===== config.mk =====
export PLATFORM = sky130hd
export DESIGN_NAME = mem_access_ctrl
export DESIGN_NICKNAME = d
export VERILOG_FILES = /design/src/rtl/mem_access_ctrl_pkg.sv /design/src/rtl/mem_access_ctrl_align_chk.sv /design/src/rtl/mem_access_ctrl.sv
export SDC_FILE = /design/constraint.sdc
export NUM_CORES = 1
export LEC_CHECK = 0
export ABC_CLOCK_PERIOD_IN_PS = 2100
export CORE_AREA = 2 2 164 166
export CTS_BUF_LIST = sky130_fd_sc_hd__clkbuf_8 sky130_fd_sc_hd__clkbuf_16
export DETAILED_ROUTE_END_ITERATION = 8
export DIE_AREA = 0 0 166 168
export GPL_TIMING_DRIVEN = 0
export SLEW_MARGIN = 10
export SYNTH_ARGS = -nofsm -noshare
export SYNTH_HDL_FRONTEND = slang
export SYNTH_SLANG_ARGS = --single-unit

===== constraint.sdc =====
create_clock -name clk -period 2.1 [get_ports clk]
set_input_delay 0.315 -clock clk [delete_from_list [all_inputs] [get_ports clk]]
set_output_delay 0.315 -clock clk [all_outputs]
set_load 0.1 [all_outputs]

===== src/rtl/mem_access_ctrl_pkg.sv =====
// rtl/mem_access_ctrl_pkg.sv - shared load/store decode buses, bit indices and FSM encodings for the data-memory port controller
package mem_access_ctrl_pkg;

    localparam int REG_BUS  = 64;
    localparam int LOAD_BUS = 7;
    localparam int SAVE_BUS = 4;

    localparam int LOAD_LB  = 0;
    localparam int LOAD_LH  = 1;
    localparam int LOAD_LW  = 2;
    localparam int LOAD_LD  = 3;
    localparam int LOAD_LBU = 4;
    localparam int LOAD_LHU = 5;
    localparam int LOAD_LWU = 6;

    localparam int SAVE_SB  = 0;
    localparam int SAVE_SH  = 1;
    localparam int SAVE_SW  = 2;
    localparam int SAVE_SD  = 3;

    typedef enum logic [1:0] {
        MAC_IDLE = 2'd0,
        MAC_REQ  = 2'd1,
        MAC_RSP  = 2'd2,
        MAC_DONE = 2'd3
    } mac_state_t;

    function automatic logic is_mem_op(input logic [LOAD_BUS-1:0] load_info,
                                       input logic [SAVE_BUS-1:0] save_info);
        return (|load_info) | (|save_info);
    endfunction

endpackage


===== src/rtl/mem_access_ctrl_align_chk.sv =====
// rtl/mem_access_ctrl_align_chk.sv - combinational natural-alignment check, only built with MEM_ALIGN_CHECK_EN
`ifdef MEM_ALIGN_CHECK_EN
module mem_access_ctrl_align_chk (
    input  logic       is_half,
    input  logic       is_word,
    input  logic       is_dword,
    input  logic [2:0] addr_lo,
    output logic       misaligned
);

    // Byte accesses can never be misaligned, so they need no term here.
    assign misaligned = (is_half  &  addr_lo[0])
                      | (is_word  & |addr_lo[1:0])
                      | (is_dword & |addr_lo);

endmodule
`endif


===== src/rtl/mem_access_ctrl.sv =====
// rtl/mem_access_ctrl.sv - data-memory port controller: one load/store per access over a valid/ready data bus (optional MEM_ALIGN_CHECK_EN)
module mem_access_ctrl
    import mem_access_ctrl_pkg::*;
#(
    parameter int ADDR_W = 64
) (
    input  logic                clk,
    input  logic                rst_n,
    input  logic                acc_valid,
    input  logic [LOAD_BUS-1:0] load_info,
    input  logic [SAVE_BUS-1:0] save_info,
    input  logic [ADDR_W-1:0]   mem_addr,
    input  logic [7:0]          byte_enable,
    input  logic [63:0]         mem_wr_data,
    input  logic                flush,
    output logic                acc_stall,
    output logic                acc_done,
    output logic                acc_err,
    output logic [63:0]         mem_rd_data,
    output logic                dbus_req_valid,
    input  logic                dbus_req_ready,
    output logic                dbus_req_we,
    output logic [ADDR_W-1:0]   dbus_req_addr,
    output logic [7:0]          dbus_req_wstrb,
    output logic [63:0]         dbus_req_wdata,
    input  logic                dbus_rsp_valid,
    input  logic [63:0]         dbus_rsp_rdata,
    input  logic                dbus_rsp_err
);

    mac_state_t state;
    logic       killed;
    logic       is_mem;
    logic       misaligned;

    assign is_mem = is_mem_op(load_info, save_info);

`ifdef MEM_ALIGN_CHECK_EN
    mem_access_ctrl_align_chk u_align_chk (
        .is_half    (load_info[LOAD_LH] | load_info[LOAD_LHU] | save_info[SAVE_SH]),
        .is_word    (load_info[LOAD_LW] | load_info[LOAD_LWU] | save_info[SAVE_SW]),
        .is_dword   (load_info[LOAD_LD] | save_info[SAVE_SD]),
        .addr_lo    (mem_addr[2:0]),
        .misaligned (misaligned)
    );
`else
    assign misaligned = 1'b0;
`endif

    // A killed access keeps the pipeline held until its bus response drains.
    assign acc_stall = (acc_valid && is_mem && (state != MAC_DONE))
                    || ((state == MAC_RSP) && killed);

    always_ff @(posedge clk or negedge rst_n) begin
        if (!rst_n) begin
            state          <= MAC_IDLE;
            killed         <= 1'b0;
            acc_done       <= 1'b0;
            acc_err        <= 1'b0;
            mem_rd_data    <= '0;
            dbus_req_valid <= 1'b0;
            dbus_req_we    <= 1'b0;
            dbus_req_addr  <= '0;
            dbus_req_wstrb <= '0;
            dbus_req_wdata <= '0;
        end else begin
            acc_done <= 1'b0;
            acc_err  <= 1'b0;
            case (state)
                MAC_IDLE: begin
                    if (acc_valid && is_mem && !flush) begin
                        killed <= 1'b0;
                        if (misaligned) begin
                            acc_done <= 1'b1;
                            acc_err  <= 1'b1;
                            state    <= MAC_DONE;
                        end else begin
                            dbus_req_valid <= 1'b1;
                            dbus_req_we    <= |save_info;
                            dbus_req_addr  <= mem_addr & ~ADDR_W'(7);
                            dbus_req_wstrb <= byte_enable;
                            dbus_req_wdata <= mem_wr_data;
                            state          <= MAC_REQ;
                        end
                    end
                end
                MAC_REQ: begin
                    // An accepted request must be drained even if flushed on the same cycle.
                    if (dbus_req_ready) begin
                        dbus_req_valid <= 1'b0;
                        killed         <= flush;
                        state          <= MAC_RSP;
                    end else if (flush) begin
                        dbus_req_valid <= 1'b0;
                        state          <= MAC_IDLE;
                    end
                end
                MAC_RSP: begin
                    if (dbus_rsp_valid) begin
                        killed <= 1'b0;
                        if (killed || flush) begin
                            state <= MAC_IDLE;
                        end else begin
                            if (!dbus_req_we && !dbus_rsp_err) begin
                                mem_rd_data <= dbus_rsp_rdata;
                            end
                            acc_done <= 1'b1;
                            acc_err  <= dbus_rsp_err;
                            state    <= MAC_DONE;
                        end
                    end else if (flush) begin
                        killed <= 1'b1;
                    end
                end
                MAC_DONE: begin
                    state <= MAC_IDLE;
                end
                default: begin
                    state <= MAC_IDLE;
                end
            endcase
        end
    end

endmodule


# After elaboration in Yosys (flattened, before gate mapping)
# Cells that the tools add are included.
[classes]
n_bitwise = 2
n_mux = 21
reduce_logical = 20
n_eq_ne = 9
[ops]
columns = ["op", "count"]
rows = [
  ["2-to-1 mux 1 bit", 13],
  ["2-to-1 mux 2 bit", 5],
  ["inequality test 2 bit, second input constant", 4],
  ["case mux 2 bit (4 select lines)", 1],
  ["AND reduction 4 bit", 2],
  ["OR reduction 7 bit", 1],
  ["inequality test 3 bit, second input constant", 2],
  ["AND reduction 3 bit", 2],
  ["logical AND 1 bit", 5],
  ["equality test 2 bit, second input constant", 2],
  ["OR reduction 4 bit", 1],
  ["logical NOT 1 bit", 3],
  ["case mux 1 bit (3 select lines)", 1],
  ["nonzero test 3 bit", 1],
  ["equality test 2 x 1 -> 1 bit, second input constant", 1],
  ["logical NOT 2 bit", 1],
  ["logical OR 1 bit", 2],
  ["case mux 1 bit (2 select lines)", 1],
  ["AND reduction 2 bit", 1],
  ["nonzero test 2 bit", 1],
  ["inverter 1 bit", 1],
  ["OR 1 bit", 1],
]
[totals]
register_bits = 204
out_inout_bits = 205
input_bits = 218

# Longest topological paths before layout
[depth]
ltp_word = 6
depth_mapped = 9

# Worst setup path before layout
# Ideal clock, no wire load.
[synth_path]
kind = "register to register"
from = "register dbus_req_we"
to = "register mem_rd_data[16]"
t_arrival_ps = 1800
path_stages_with_launch = 5
n_path_buf = 1
slack_ps = 174
path_cell_list = "dfrtp_1 -> nor2_1 -> nand2_2 -> buf_2 -> mux2_2"
[synth_via]
elab_chain_len = 3
[synth_rtl]
columns = ["item", "line_no", "source"]
rows = [
  ["start: declaration", "mem_access_ctrl.sv:22", "output logic dbus_req_we,"],
  ["start signal: assignment", "mem_access_ctrl.sv:79", "dbus_req_we <= |save_info;"],
  ["logical NOT 1 bit", "mem_access_ctrl.sv:104", "if (!dbus_req_we && !dbus_rsp_err) begin"],
  ["logical AND 1 bit", "mem_access_ctrl.sv:104", ""],
  ["AND reduction 4 bit (no line)", "--", ""],
  ["end signal: assignment", "mem_access_ctrl.sv:105", "mem_rd_data <= dbus_rsp_rdata;"],
  ["end: declaration", "mem_access_ctrl.sv:19", "output logic [63:0] mem_rd_data,"],
]
# Every way passes these cells.
# A chain may end at the register's enable or synchronous reset.

# Final worst setup path
[layout_path]
from = "register dbus_req_wdata[25]"
to = "output dbus_req_wdata[25]"
[layout_lines]
columns = ["item", "line_no", "source"]
rows = [
  ["start: declaration", "mem_access_ctrl.sv:25", "output logic [63:0] dbus_req_wdata,"],
  ["start signal: assignment", "mem_access_ctrl.sv:82", "dbus_req_wdata <= mem_wr_data;"],
]
# No word-level cell between the ends.

==> results.txt <==
status: finished, final reports clean
clk_lat worst skew: 0.51 ns
top post-synthesis cells by count: 204 x dfrtp_1, 156 x mux2_2, 37 x mux2_4
grt total ovfl: 0
cell count after synthesis: 470
Top Usage Layer GRT: met2
Via Count: 5640
Fin Setup TNS: 0 ns
met2 GRT Util: 27.5%
final setup violation count: 0
Detail Placement HPWL: 17200 um
Die ar.: 27900 um2
post-route minimum period: 2.05 ns
most instantiated library cell after synthesis: dfrtp_1
final WL: 23100 um
Die W: 166 um
Setup CP Type: reg -> out
htree depth: 1
Worst Hold Class: in -> async
DR pass1 iterations: 4
largest net degree at the start of global routing: 102
DP Area: 12600 um2
Max Slew Vio Count: 0
share of post-route cells with drive strength above 1: 29.8%
DRC Markers: 0
nature of the critical path endpoint: primary output
first-pass GRT wire length: 35800 um
CP delay by family, top: buffers and inverters
number of synthesized register bits: 204
crit share post-route: 97.8%
Critical Path Source Type: flip-flop
die height: 168 um
cell area after layout: 13400 um2
Reg2Reg Depth: 8
PortBufs: 416
Worst R2R Setup Slack: 0.12 ns
syn_area_per_cell: 16.9 um2
Area contributors post-synth: dfrtp_1 64%, mux2_2 22%, mux2_4 7.0%
Clock transition at path regs: 0.06 ns
part of the Yosys area used for sequential elements: 64.3%
synth unique cells: 34
arrival time at the worst endpoint: 1.74 ns
Clock Sinks: 204
slowest stage delay, CP: 0.85 ns
worst path cell trace: clkdlybuf4s15_1
Boundary Pins: 423
GP Congestion: 0.774
Yosys warning count: 0
post-synth top area share: 64.3%
Max Buffers Root-to-Sink: 3
CTS root buffer: clkbuf_16
DRT iter0 DRCs: 166
CP max stage cell: clkdlybuf4s15_1
met3 Use GR: 6.21%
worst-margin pin slew: 1.02 ns
Core Util, Final: 50.9%
most area-hungry cell type in the Yosys netlist: dfrtp_1
placed insts: 1231
Max Fanout on Critical Path: 2
Cell Area, Synth: 7940 um2
number of synthesized flops with an enable pin: 0
Worst Path Required: 1.78 ns
Via-to-Cell Ratio: 4.41
CORE AREA: 26400 um2
CTS tree: built
vias in the first global route: 6087
ANT cells: 0
row count: 60
Relative slew margins: 31.9%
asr flop ratio synth: 100%
drt wl/cell: 18.0 um
crit path buf inv count: 1
post-layout net count: 1145
Max Cap Viol: 0
Syn-to-layout area delta: 68.9%
gr usage total: 16.1%
Final Skew: 0.0113 ns
post-route ant nets: 0
Synth Flop Type: dfrtp_1
cts bufs inserted: 25
Layout Cells excl Fill: 1280
fmax: 487 MHz
Initial Utilization: 30.1%
initial antenna violation count: 1
critical path depth: 1
Hold Fails Final Rpt: 0
grt met1 use: 18.5%
-- flip-flops by register name, indices dropped and copies added (netlist names) --
signal	cells
acc_done	1
dbus_req_we	1
acc_err	1
dbus_req_wstrb	8
dbus_req_wdata	64
dbus_req_addr	61
state	2
mem_rd_data	64
dbus_req_valid	1
killed	1
-- per-layer routing --
layer / up-vias / wire length, um
li1: 2572 / -
met1: 2753 / 8660
met2: 267 / 11400
met3: 46 / 2260
met4: 2 / 743
met5: - / 18
-- cells by family (layout without fill, tap and decap cells) --
kind of cell,after synthesis,count (layout),share of synthesized area [%]
adder cells (fa/ha/maj),4,4,0.630
flip-flops,204,204,64.3
AO/OA/AOI/OAI,13,13,1.15
multiplexers,198,198,29.8
buffers and inverters,28,495,2.19
AND/OR/NAND/NOR,22,22,1.87
other,1,3,0.0472
-- layout make-up --
class	count	area (um2)
inverters	4	15.0
clock buffers	32	722
multi-input cells	240	2750
fillers	2341	12900
clock inverters	11	123
plain buffers	24	219
flip-flops and latches	204	5110
well taps	341	427
repair buffers	424	4060
-- layout by cell type, fill, tap and decap left out, types with 3 or more instances in the layout --
master / netlist / routed
clkdlybuf4s50_1: 0 / 213
mux2_1: 5 / 5
conb_1: 1 / 3
mux2_2: 156 / 156
nor3_1: 4 / 3
buf_2: 16 / 5
clkbuf_4: 0 / 10
nor2_1: 4 / 4
buf_4: 3 / 8
dfrtp_1: 204 / 203
dlygate4sd2_1: 0 / 167
buf_8: 0 / 5
clkbuf_8: 0 / 7
clkdlybuf4s15_1: 0 / 30
mux2_4: 37 / 37
bufinv_16: 0 / 3
clkbuf_16: 0 / 25
inv_1: 4 / 8
nand2b_1: 3 / 3
-- per-stage QoR --
stage	setup slack [ns]	hold slack [ns]
2_1_floorplan	0.174	0.0194
3_3_place_gp	-8.51	0.475
3_5_place_dp	-0.882	0.111
4_1_cts	-0.00199	0.161
5_1_grt	-0.00375	0.177
6_report	0.0460	0.185
-- final timing paths --
kind / endpoint / start
max: dbus_req_wdata[25] / dbus_req_wdata[25]
min: dbus_req_wdata[41] / rst_n
max reg2reg: dbus_req_wdata[46] / state[0]
min reg2reg: mem_rd_data[22] / mem_rd_data[22]
max in group asynchronous: dbus_req_wdata[28] / rst_n
min in group clk: dbus_req_addr[48] / mem_addr[48]
-- timing repair --
action                                  in CTS  in global routing
gates resized for setup                    223                 62
setup buffers                                0                  4
endpoints found under the hold margin      103                  0
hold buffers                                 1                  0
endpoints found under the setup margin     364                217
pin swaps                                    1                  3
gates cloned                                 0                  1
Power is left out: the tool's default activity adds up to more than one toggle a clock period on the data nets, which glitch-free logic cannot reach.
